[src/rtl/controller_defs.sv]
// Shared controller constants: decoded button bit positions, serial frame bit
// positions and reader FSM encodings, also used by the game logic.
package controller_defs;

    localparam int NUM_BTNS   = 5;
    localparam int BTN_ATTACK = 0;
    localparam int BTN_RIGHT  = 1;
    localparam int BTN_DOWN   = 2;
    localparam int BTN_LEFT   = 3;
    localparam int BTN_JUMP   = 4;

    // Serial frame order is A, B, Select, Start, Up, Down, Left, Right; B,
    // Select and Start are shifted in but never decoded.
    localparam int PAD_BITS  = 8;
    localparam int PAD_A     = 0;
    localparam int PAD_UP    = 4;
    localparam int PAD_DOWN  = 5;
    localparam int PAD_LEFT  = 6;
    localparam int PAD_RIGHT = 7;

    typedef enum logic [2:0] {
        ST_IDLE   = 3'd0,
        ST_LATCH  = 3'd1,
        ST_WAIT0  = 3'd2,
        ST_CLK_HI = 3'd3,
        ST_CLK_LO = 3'd4,
        ST_DONE   = 3'd5
    } pad_state_e;

    // Pad lines are active-low; game buttons are active-high.
    function automatic logic [NUM_BTNS-1:0] decode_pad(input logic [PAD_BITS-1:0] raw_n);
        logic [NUM_BTNS-1:0] btns;
        btns             = '0;
        btns[BTN_ATTACK] = ~raw_n[PAD_A];
        btns[BTN_RIGHT]  = ~raw_n[PAD_RIGHT];
        btns[BTN_DOWN]   = ~raw_n[PAD_DOWN];
        btns[BTN_LEFT]   = ~raw_n[PAD_LEFT];
        btns[BTN_JUMP]   = ~raw_n[PAD_UP];
        return btns;
    endfunction

endpackage

[src/rtl/pad_sync.sv]
// Two-flop synchronizer for one asynchronous pad data line; resets to the
// released (high) level so a reset never looks like a press.
module pad_sync (
    input  logic clk,
    input  logic rst,
    input  logic d,
    output logic q
);

    logic meta_q;
    logic sync_q;

    // NOTE: sequential state uses non-blocking assignments so every flop
    // samples the pre-edge value; blocking here would collapse the two stages.
    always_ff @(posedge clk) begin
        if (rst) begin
            meta_q <= 1'b1;
            sync_q <= 1'b1;
        end else begin
            meta_q <= d;
            sync_q <= meta_q;
        end
    end

    assign q = sync_q;

endmodule

[src/rtl/pad_reader.sv]
// Polls two serial game pads at a fixed rate with a shared latch/clock pair
// and publishes both decoded button vectors together with a one-cycle valid.
module pad_reader
    import controller_defs::*;
#(
    parameter int HALF        = 300,
    parameter int POLL_PERIOD = 833_333
) (
    input  logic                clk,
    input  logic                rst,
    output logic                pad_latch,
    output logic                pad_clk,
    input  logic                p1_data,
    input  logic                p2_data,
    output logic [NUM_BTNS-1:0] p1_input,
    output logic [NUM_BTNS-1:0] p2_input,
    output logic                valid
);

    localparam int PW = $clog2(POLL_PERIOD);
    localparam int HW = $clog2(2 * HALF);

    localparam logic [PW-1:0] POLL_LAST  = PW'(POLL_PERIOD - 1);
    localparam logic [HW-1:0] HALF_LAST  = HW'(HALF - 1);
    localparam logic [HW-1:0] LATCH_LAST = HW'(2 * HALF - 1);
    localparam logic [2:0]    LAST_BIT   = 3'(PAD_BITS - 1);

    logic p1_sync;
    logic p2_sync;

    pad_sync u_sync_p1 (.clk(clk), .rst(rst), .d(p1_data), .q(p1_sync));
    pad_sync u_sync_p2 (.clk(clk), .rst(rst), .d(p2_data), .q(p2_sync));

    logic [PW-1:0]         poll_q;
    pad_state_e            state_q,  state_d;
    logic [HW-1:0]         half_q,   half_d;
    logic [2:0]            bit_q,    bit_d;
    logic [PAD_BITS-1:0]   p1_raw_q, p1_raw_d;
    logic [PAD_BITS-1:0]   p2_raw_q, p2_raw_d;
    logic                  pad_latch_q;
    logic                  pad_clk_q;
    logic                  valid_q;
    logic [NUM_BTNS-1:0]   p1_input_q;
    logic [NUM_BTNS-1:0]   p2_input_q;

    logic start_req;
    logic half_done;
    logic sample;

    // The request exists only on the wrap edge, so one that lands mid-frame is lost.
    assign start_req = (poll_q == POLL_LAST);
    assign half_done = (half_q == HALF_LAST);

    // NOTE: every signal written here gets a default first, so no path through
    // the case can leave one unassigned and infer a latch.
    always_comb begin
        state_d  = state_q;
        half_d   = half_q + HW'(1);
        bit_d    = bit_q;
        sample   = 1'b0;

        unique case (state_q)
            ST_IDLE: begin
                half_d = '0;
                bit_d  = '0;
                if (start_req) state_d = ST_LATCH;
            end
            ST_LATCH: begin
                if (half_q == LATCH_LAST) begin
                    state_d = ST_WAIT0;
                    half_d  = '0;
                end
            end
            ST_WAIT0: begin
                if (half_done) begin
                    sample  = 1'b1;
                    state_d = ST_CLK_HI;
                    half_d  = '0;
                    bit_d   = 3'd1;
                end
            end
            ST_CLK_HI: begin
                if (half_done) begin
                    state_d = ST_CLK_LO;
                    half_d  = '0;
                end
            end
            ST_CLK_LO: begin
                if (half_done) begin
                    sample = 1'b1;
                    half_d = '0;
                    if (bit_q == LAST_BIT) begin
                        state_d = ST_DONE;
                    end else begin
                        state_d = ST_CLK_HI;
                        bit_d   = bit_q + 3'd1;
                    end
                end
            end
            ST_DONE: begin
                state_d = ST_IDLE;
                half_d  = '0;
            end
            default: begin
                state_d = ST_IDLE;
                half_d  = '0;
            end
        endcase

        p1_raw_d = p1_raw_q;
        p2_raw_d = p2_raw_q;
        if (sample) begin
            p1_raw_d[bit_q] = p1_sync;
            p2_raw_d[bit_q] = p2_sync;
        end
    end

    // Pad-facing strobes are registered from the next state so they are
    // glitch-free and line up exactly with the state they belong to.
    always_ff @(posedge clk) begin
        if (rst) begin
            poll_q      <= '0;
            state_q     <= ST_IDLE;
            half_q      <= '0;
            bit_q       <= '0;
            p1_raw_q    <= '1;
            p2_raw_q    <= '1;
            pad_latch_q <= 1'b0;
            pad_clk_q   <= 1'b0;
            valid_q     <= 1'b0;
            p1_input_q  <= '0;
            p2_input_q  <= '0;
        end else begin
            poll_q      <= start_req ? '0 : poll_q + PW'(1);
            state_q     <= state_d;
            half_q      <= half_d;
            bit_q       <= bit_d;
            p1_raw_q    <= p1_raw_d;
            p2_raw_q    <= p2_raw_d;
            pad_latch_q <= (state_d == ST_LATCH);
            pad_clk_q   <= (state_d == ST_CLK_HI);
            valid_q     <= (state_d == ST_DONE);
            // Both vectors load on the same edge, including the bit sampled on it.
            if (state_d == ST_DONE) begin
                p1_input_q <= decode_pad(p1_raw_d);
                p2_input_q <= decode_pad(p2_raw_d);
            end
        end
    end

    assign pad_latch = pad_latch_q;
    assign pad_clk   = pad_clk_q;
    assign valid     = valid_q;
    assign p1_input  = p1_input_q;
    assign p2_input  = p2_input_q;

endmodule

[config.mk]
export PLATFORM = sky130hd
export DESIGN_NAME = pad_reader
export DESIGN_NICKNAME = d
export VERILOG_FILES = /design/src/rtl/controller_defs.sv /design/src/rtl/pad_sync.sv /design/src/rtl/pad_reader.sv
export SDC_FILE = /design/constraint.sdc
export NUM_CORES = 1
export LEC_CHECK = 0
export ABC_CLOCK_PERIOD_IN_PS = 2000
export CORE_ASPECT_RATIO = 0.8
export CORE_MARGIN = 1.5
export CORE_UTILIZATION = 50
export DETAILED_ROUTE_END_ITERATION = 16
export HOLD_SLACK_MARGIN = 0.02
export PLACE_DENSITY_LB_ADDON = 0.3
export SYNTH_ARGS = -nofsm -noshare
export SYNTH_HDL_FRONTEND = slang
export SYNTH_SLANG_ARGS = --single-unit
[constraint.sdc]
create_clock -name clk -period 2 [get_ports clk]
set_input_delay 0.3 -clock clk [delete_from_list [all_inputs] [get_ports clk]]
set_output_delay 0.3 -clock clk [all_outputs]
set_load 0.01 [all_outputs]
==> impl_results.md, run 1 <==
* CTS H-tree lvls at 3
* Unique masters post-synth at 52
* Synth warnings at 0
* Count of final hold-check violations at 0
* Total number of vias at 2344
* Syn nets at 324
* Final min period at 2.09 ns
* Num CTS Buffers at 9
* Period utilization at 105%
* Simple-gate portion of the synthesized area at 27.2%
* Wire length per cell at 13.2 µm
* Setup TNS at -0.659 ns
* Number of synthesized flops with an enable pin at 0
* Sw power at 0.498 mW
* Drt drc at 0
* Slew Viols, Final at 0
* Slowest-stage cell, CP: or4b_4
* Synth area leaders: dfxtp_1 (44%), nor2_1 (5.8%), xnor2_1 (4.9%)
* Ys flop type: dfxtp_1
* I/O Pins at 17
* Pre-CTS WS at -0.109 ns
* Initial Utilization at 51.9%
* Post-synthesis compound-gate area fraction at 9.57%
* CP max stage delay at 0.52 ns
* Crit-path cells: or4b_4, or4_4, a32o_2, o31ai_4, buf_12, mux2i_1
* Placed insts at 437
* #FFs+latches synth at 63
* Max cap viols at 0
* Clk sinks at 63
* Fill count at 457
* Leak at 1.42 nW
* Least-Margin Pin Slew at 0.396 ns
* Slew Limit Headroom at 73.6%
* RSZ-0062 raised after global routing: true
* Total detailed-routing wirelength at 5990 µm
* Largest family of logic cells by synthesized area: simple AND/OR/NAND/NOR gates
* XOR/XNOR share of the synthesized area at 8.33%
* First-pass GRT wire length at 9830 µm
* Post-synth top area cell: dfxtp_1
* CTS tree: built
* DIE WIDTH at 87.2 µm
* Antenna violations before repair at 0
* Drt first-iter violations at 105
* Final worst slack at -0.0918 ns
* Sw frac at 20.2%
* Hold Path Class: reg2reg
* Worst Path Arrival at 2.36 ns
* Crit path max-delay family: simple AND/OR/NAND/NOR gates
* Synth-to-Final Area Change at 29.0%
* Post-Synthesis Cells at 315
* Adder-cell area share of the yosys netlist at 2.20%
* CTS Buffer Depth at 2
* Clk network pwr share at 46.2%
* Worst-skew pair later-pin latency at 0.34 ns
* Syn avg cell area at 9.01 µm²
* Chip Height at 70.4 µm
* CP max FO at 11
* Startpoint types: flop
* Layout cell share with drive strength beyond 1 at 25.0%
* Root buf cell: clkbuf_8
* N_diodes at 0
* HPWL after DPL at 4100 µm
* CP Data Required Time at 2.27 ns
* CP Buf/Inv Count at 1
* Share of flip-flops with an asynchronous set or reset at 0%
* Setup Skew at 0.00715 ns
* Initial DRT Pass Iterations at 4
* Worst-path clk slew at 0.06 ns
* Hold Buf Count CTS at 0
* Vias in the first global route at 2110
* Buffers added on ports at 16
* Final Wtd Congestion at 0.863
* Largest net degree at the start of global routing at 20
* Outcome: finished with violations
* FMAX at 0.478 GHz
* Pwr Density at 674 nW/µm²
* Antenna violation net count after detailed routing at 0
* Core Area at 5470 µm²
* Internal Power at 1.97 mW
* Worst hold path cell count at 1
* R2R depth at 6
* Kind of critical path: reg2reg
* Gr ovfl total at 0
* CP Capture Type: flop
* Final Net Count at 380
* Via density at 5.16
* Cell Count, Final, Fillers Out at 454
* Post-synth top area share at 44.4%
* Maximum vdd drop at 0.368 mV
* # rows at 24
* Die area at 6140 µm²
* Gr usage total at 20.8%
* Final Setup Violations at 10
* Gate power share at 2.2%
* Syn Std Cell Area at 2840 µm²
* Sequential area share after synthesis at 44.4%
* Violated checks: setup timing
* Mux contribution to synthesized area at 3.53%
* Reg power frac at 51.5%
* Crit. path cell count at 6
-- stage by stage --
step | hold slack (ns) | utilization (%) | instance area, µm² | power [mW]
after global placement | 0.395 | 61.5 | 3360 | 1.35
final | 0.407 | 67.0 | 3660 | 2.47
after detailed placement | 0.395 | 61.5 | 3360 | 1.35
after global routing | 0.417 | 67.0 | 3660 | 2.54
after floorplan | 0.389 | - | 2860 | 1.32
after CTS | 0.409 | 65.7 | 3590 | 2.49
-- what timing repair did --
action	4_1_cts	5_1_grt
pin swaps	0	5
setup endpoints to repair	25	17
hold endpoints to repair	0	0
gates resized for setup	8	14
buffers inserted	0	1
-- kinds of logic after synthesis --
family | Yosys count
muxes | 10
and+or+nand+nor | 147
buffers and inverters | 24
AOI/OAI and AO/OA | 39
adders and majority gates | 5
xor gates and xnor gates | 27
DFF | 63
-- state kept, by name, summed over array words and instances, names as in the netlist, 3 cells and up --
register	flops
p2_raw_q	5
state_q	3
p2_input	5
p1_raw_q	5
bit_q	3
poll_q	20
half_q	10
p1_input	5
-- final cells by class --
class / instances / area, µm² / share of cell area [%]
multi-input combinational: 228 / 1530 / 41.8
sequential: 63 / 1270 / 34.6
timing repair buffer: 60 / 519 / 14.2
clock buffer: 14 / 173 / 4.72
tap: 78 / 97.6 / 2.67
clock inverter: 2 / 37.5 / 1.03
inverter: 9 / 33.8 / 0.923
-- synthesized netlist by cell type, types with 7 or more instances --
master and n:
o21ai_0 11, nand4_1 13, mux2i_1 10, or2_2 7, and3_1 7, nand3_1 20
inv_1 9, nor4_1 7, xnor2_1 16, dfxtp_1 63, xor2_1 11, nor2_1 44
nand2_1 21
-- cells in the final DEF (no fill, tap or decap), drive strengths merged, types with 2 or more instances in the layout --
cell           netlist  final
buf                  7     44
or2                  7      7
ha                   5      5
dfxtp               63     63
o31ai                6      6
a31oi                6      6
nor4                 7      7
mux2i               10     10
clkbuf               8     14
o31a                 2      2
inv                  9      9
xnor2               16     16
nor3                 4      4
a21oi                5      5
nand2               21     21
a32o                 2      2
and2                 3      3
and4                 2      2
o21ai               11     11
or4b                 3      3
o21a                 2      2
or4                  2      2
nand4               13     13
nand3               20     20
nor2b                5      5
clkdlybuf4s50        0     16
xor2                11     11
nand2b               3      3
nor2                44     44
and3                 7      7
-- power by group through the flow --
| stage | sequential [mW] | combinational [mW] | clock (mW) |
|---|---|---|---|
| after floorplan | 1.30 | 0.0257 | 0 |
| after global placement | 1.30 | 0.0521 | 0 |
| after detailed placement | 1.30 | 0.0538 | 0 |
| after CTS | 1.27 | 0.0543 | 1.16 |
| after global routing | 1.27 | 0.0604 | 1.21 |
| final | 1.27 | 0.0554 | 1.14 |
-- layer usage --
metal  vias to the layer above  track usage (%)  part of all wire [%]
li1                       1218                -                     -
met1                      1082             27.8                    49
met2                        37             31.4                    46
met3                         7             6.62                   4.2
met4                         0             7.58                   1.1
met5                         -                0                     0
-- path summary, 6_finish.rpt --
| check | start | endpoint | slack (ns) |
|---|---|---|---|
| worst min register to register | u_sync_p2.meta_q$_SDFF_PP1_ | u_sync_p2.q$_SDFF_PP1_ | 0.41 |
| worst min-delay path | u_sync_p2.meta_q$_SDFF_PP1_ | u_sync_p2.q$_SDFF_PP1_ | 0.41 |
| worst max-delay path | half_q[7]$_SDFF_PP0_ | p2_input[0]$_SDFFE_PP0N_ | -0.09 |
| worst max register to register | half_q[7]$_SDFF_PP0_ | p2_input[0]$_SDFFE_PP0N_ | -0.09 |
Note: power is estimated with default switching activity, not from simulation.
==> inputs of run 2 (changes only) <==
- CORE_MARGIN: 1.5 -> default
==> run 2 against run 1 <==
The flow still finishes with violations (setup timing). Clock-buffer cell count is 3 lower. Register-to-register slack hardly changed. Die area fell by 2.6%. Sequential share of layout area is 0.33 points higher. Final area fell by 0.96%. Via count up 2.5%. Largest cell class unchanged. Largest power group unchanged.
==> impl_results.md, run 2 (synthesis gave the netlist of run 1 again) <==
* Outcome: finished with violations
* Violated checks: setup timing
* Gr ovfl total at 0 (unchanged)
* Gr usage total at 22.3% (+1.5 points)
* Commonest non-fill, non-tap cell in the layout: dfxtp_1
* Total power at 2.51 mW (+1.9%)
* Total number of vias at 2403 (+2.5%)
* Buffers added on ports at 16 (unchanged)
* Final core area utilization at 66.3% (-0.64 points)
* Num CTS Buffers at 9 (unchanged)
* # rows at 24 (unchanged)
* Flip-flop count of the largest register after layout at 20 (unchanged)
* DP Area at 3350 µm² (-0.22%)
* M3 GR Usage at 5.71% (-0.91 points)
* Hold Path Class: reg2reg
* GR Util met1 at 27.9% (+0.15 points)
* Max cap viols at 0 (unchanged)
* Final Setup Violations at 14 (+4)
* Final min period at 2.10 ns (+0.00839 ns)
* Initial DRT Pass Iterations at 4 (unchanged)
* Cell Count, Final, Fillers Out at 452 (-0.44%)
* Synth-to-Final Area Change at 27.7%
* Maximum vdd drop at 0.437 mV (+19%)
* CP Capture Type: flop
* Chip Height at 69.4 µm (-1.4%)
* Final Net Count at 379 (-0.26%)
* Die area at 5980 µm² (-2.6%)
* Final worst slack at -0.100 ns (-0.00839 ns)
* CTS tree: built
* Via density at 5.32 (+3.0%)
* Leak at 1.41 nW (-0.19%)
* Placed insts at 436 (-0.23%)
* Wire length per cell at 13.7 µm (+3.6%)
* Setup TNS at -0.844 ns (-0.185 ns)
* Fin area at 3620 µm² (-0.96%)
* First-pass GRT wire length at 10400 µm (+5.8%)
* Layout cell share with drive strength beyond 1 at 23.8% (-1.2 points)
* FMAX at 0.476 GHz (-0.40%)
* Top flop regs: poll_q (20), half_q (10)
* I/O Pins at 17 (unchanged)
* Post-CTS setup buffers at 0 (unchanged)
* Worst-skew pair later-pin latency at 0.34 ns (about the same)
* Clk sinks at 63 (unchanged)
* Count of final hold-check violations at 0 (unchanged)
* DIE WIDTH at 86.2 µm (-1.1%)
* Worst-path clk slew at 0.06 ns (about the same)
* Total detailed-routing wirelength at 6180 µm (+3.1%)
* Root buf cell: clkbuf_8
* Top reg by flops: poll_q
* Slew Limit Headroom at 73.8% (+0.22 points)
* Initial Utilization at 51.9% (unchanged)
* Core Area at 5470 µm² (unchanged)
* Fin Hold WS at 0.415 ns (+0.00780 ns)
* Pre-CTS WS at -0.0854 ns (+0.0240 ns)
* CP max FO at 11 (unchanged)
* CP Data Required Time at 2.26 ns (about the same)
* Final Wtd Congestion at 0.847 (-1.9%)
* CTS H-tree lvls at 3 (unchanged)
* Drt first-iter violations at 115 (+9.5%)
* Kind of critical path: reg2reg
* Antenna violations before repair at 0 (unchanged)
* Setup Skew at 0.00833 ns (+0.00117 ns)
* Largest net degree at the start of global routing at 20 (unchanged)
* HPWL after DPL at 4220 µm (+3.0%)
* Slew Viols, Final at 0 (unchanged)
* N_diodes at 0 (unchanged)
* Busiest grt layer: met2
* GR Util met2 at 35.9% (+4.5 points)
* RSZ-0062 raised after global routing: true
* Least-Margin Pin Slew at 0.393 ns (-0.00331 ns)
* Worst Path Arrival at 2.36 ns (about the same)
* Vias in the first global route at 2323 (+10%)
* Commonest non-fill, non-tap cells in the layout: dfxtp_1 (58), nor2_1 (44), buf_4 (40)
* Antenna violation net count after detailed routing at 0 (unchanged)
* CTS Buffer Depth at 2 (unchanged)
* Startpoint types: flop
* Pwr Density at 693 nW/µm² (+2.8%)
* Drt drc at 0 (unchanged)
* Period utilization at 105% (+0.42 points)
## run 2: cell types whose count changed in the layout (fill, tap and decap cells not counted), sizes merged
cell / delta
clkbuf: -3
buf: -2
clkinv: +2
a21o: +1
bufinv: +1
clkinvlp: -1
## run 2: worst max-delay path, cell delays in order, from the launching register on
cell and delay [ns]:
dfxtp_2 0.34, or4b_4 0.53, or4_4 0.43, a32o_2 0.27, o31ai_4 0.07, buf_12 0.19
mux2i_1 0.20
## run 2: worst paths after layout
| kind | cells after the start | from | end | slack, ns |
|---|---|---|---|---|
| worst max-delay path | 6 | half_q[7]$_SDFF_PP0_ | p1_input[3]$_SDFFE_PP0N_ | -0.10 |
| worst min-delay path | 1 | u_sync_p2.meta_q$_SDFF_PP1_ | u_sync_p2.q$_SDFF_PP1_ | 0.41 |
| worst max register to register | 6 | half_q[7]$_SDFF_PP0_ | p1_input[3]$_SDFFE_PP0N_ | -0.10 |
| worst min register to register | 1 | u_sync_p2.meta_q$_SDFF_PP1_ | u_sync_p2.q$_SDFF_PP1_ | 0.41 |
## run 2: final cells by class
type / instances / area (µm²)
clock buffers: 11 / 141
clock inverters: 4 / 70.1
fillers: 461 / 1840
inverters: 9 / 33.8
multi-input cells: 229 / 1510
flip-flops and latches: 63 / 1270
well taps: 78 / 97.6
repair buffers: 58 / 500
## run 2: what timing repair did
action                     in CTS  in global routing
pin swaps                       0                  3
cloned                          0                  1
setup endpoints to repair      27                 32
hold buffers                    0                  0
resized for setup              11                  5
## run 2: layer usage
layer / vias up / part of all wire (%) / wire (µm)
met5: - / 0 / 0
li1: 1224 / - / -
met1: 1118 / 48 / 2990
met4: 0 / 1.0 / 63
met2: 53 / 47 / 2880
met3: 8 / 4.0 / 245
## run 2: power by group
group | switching [mW] | total, mW | internal, mW | leakage, nW
Combinational | 0.0278 | 0.0546 | 0.0268 | 0.793
Clock | 0.463 | 1.19 | 0.725 | 0.109
Sequential | 0.00653 | 1.27 | 1.26 | 0.512
Total | 0.497 | 2.51 | 2.01 | 1.41
==> inputs of run 3 (changes only) <==
- HOLD_SLACK_MARGIN: 0.02 -> 0.03
==> results of run 3 <==
Final layout, timing and power as in run 2 (identical DEF).
==> patch (settings of run 2) <==
Reset style: asynchronous (`rst`), changed in 2 clocked blocks.
--- a/src/rtl/pad_sync.sv
+++ b/src/rtl/pad_sync.sv
@@ -12,7 +12,7 @@
 
     // NOTE: sequential state uses non-blocking assignments so every flop
     // samples the pre-edge value; blocking here would collapse the two stages.
-    always_ff @(posedge clk) begin
+    always_ff @(posedge clk or posedge rst) begin
         if (rst) begin
             meta_q <= 1'b1;
             sync_q <= 1'b1;
--- a/src/rtl/pad_reader.sv
+++ b/src/rtl/pad_reader.sv
@@ -117,7 +117,7 @@
 
     // Pad-facing strobes are registered from the next state so they are
     // glitch-free and line up exactly with the state they belong to.
-    always_ff @(posedge clk) begin
+    always_ff @(posedge clk or posedge rst) begin
         if (rst) begin
             poll_q      <= '0;
             state_q     <= ST_IDLE;
Formal check against the unedited RTL: same outputs for any inputs over 10 cycles, from zero or initial values and one cycle with rst high; that may be too few to reach the edited logic, so the function may still have changed.
==> patch against run 2 <==
The run still ends with negative setup slack left; sequential cell count stayed put; maximum frequency is 2.6% lower; clock skew hardly changed; wire length is 0.40% higher; design area is 5.6% higher; area after synthesis is 3.9% higher; total power is 4.9% lower; setup slack worse by 0.056 ns; largest cell class is now flip-flops and latches; highest routed layer unchanged.
==> patch: results (changes against run 2) <==
Top post-synthesis cells by area: dfrtp_1 (42%), dfstp_2 (12%), xor2_1 (5.0%)
Dpl cells: 378 (-13%)
Xor and xnor area share after synthesis: 7.722% (-0.61 points)
Adder-cell share of the synthesized area: 2.121% (-0.083 points)
Post-synthesis async set-or-reset flop share: 100.0% (+100 points)
DR WL/cell: 15.46 um (+13%)
M2 GR Usage: 29.63% (-6.3 points)
Worst Tran Pin Value: 0.4266 ns (+0.03370 ns)
Worst Slack Setup Final: -0.1557 ns (-0.05551 ns)
Failing checks: negative setup slack
Ys flop type: dfrtp_1
Initial DRC count: 172 (+50%)
Pint: 1.863 mW (-7.6%)
Post-synthesis area per instance: 11.43 sq um (+27%)
Worst Path Max Fanout: 3 (-8)
Mapped Nets: 267 (-18%)
Vias: 2151 (-10%)
NumNets Final: 327 (-14%)
Met1 track demand over resource: 32.87% (+4.9 points)
Hold crit path type: in -> async
Distinct cells, synth: 48 (-7.7%)
Final setup violation count: 25 (+11)
P_leak: 1.763 nW (+25%)
Gpl congestion: 0.8004 (-5.5%)
Vias/cell: 5.364 (+0.90%)
Post-DP HPWL: 3947 um (-6.6%)
Synth Area in Compound Gates: 4.879% (-4.7 points)
Sequential area share after synthesis: 54.05% (+9.6 points)
Status: finished with violations
Largest net degree at the start of global routing: 64 (+220%)
Critical Path AT: 2.43 ns (+0.07 ns)
Vias in the first global route: 2063 (-11%)
==> patch: per-stage QoR <==
step                hold WS [ns]  power, mW
finish                    0.3253      2.388
global placement          0.3458      1.345
CTS                       0.3247      2.422
floorplan                 0.3045      1.326
detailed placement        0.3499      1.346
global route              0.3585      2.479
==> patch: layout make-up <==
class                   count  area, sq um
multi-input cells         174         1406
inverters                  17        63.81
clock inverters             6        61.31
well taps                  78        97.59
repair buffers             53        478.0
clock buffers              10        127.6
fillers                   390         1727
flip-flops and latches     63         1594
==> patch: path summary, 6_finish.rpt <==
path / from / to / depth (start not counted)
worst max-delay path: half_q[0] / p2_input[0] / 6
worst min-delay path: rst / poll_q[9] / 3
worst max register to register: half_q[0] / p2_input[0] / 6
worst min register to register: u_sync_p1.meta_q / u_sync_p1.q / 0
max in group asynchronous: rst / p1_raw_q[7] / 3
min in group clk: p1_data / u_sync_p1.meta_q / 1
==> patch: per-layer routing <==
| metal | vias to the layer above | share of wire (%) |
|---|---|---|
| met4 | 0 | 1.2 |
| met2 | 49 | 45 |
| met3 | 9 | 5.8 |
| met1 | 1072 | 48 |
| met5 | - | 0 |
| li1 | 1021 | - |
==> patch: logic make-up after synthesis <==
logic type | after synthesis
AND/OR/NAND/NOR | 103
adder cells (fa/ha/maj) | 5
buffers and inverters | 22
XOR/XNOR | 26
flip-flops | 63
AO/OA/AOI/OAI | 17
multiplexers | 22
==> patch: power groups by stage <==
stage | Sequential [mW] | Clock (mW) | Combinational (mW)
2_1_floorplan | 1.31 | 0 | 0.0185
3_3_place_gp | 1.31 | 0 | 0.0362
3_5_place_dp | 1.31 | 0 | 0.0364
4_1_cts | 1.29 | 1.10 | 0.0367
5_1_grt | 1.29 | 1.15 | 0.0411
6_report | 1.29 | 1.07 | 0.0343
==> patch: timing repair <==
action,in CTS,in global routing
cloned,1,1
buffers inserted,2,3
pin swaps,1,10
endpoints found under the hold margin,0,0
resized for setup,6,25
setup endpoints to repair,11,28
==> patch: worst reg2reg max path, cell delays in order (launching register included) <==
cell,delay (ns)
dfrtp_1,0.35
ha_2,0.19
or4b_4,0.47
nor4b_4,0.33
nand4b_1,0.25
mux2_2,0.37
mux2i_1,0.13
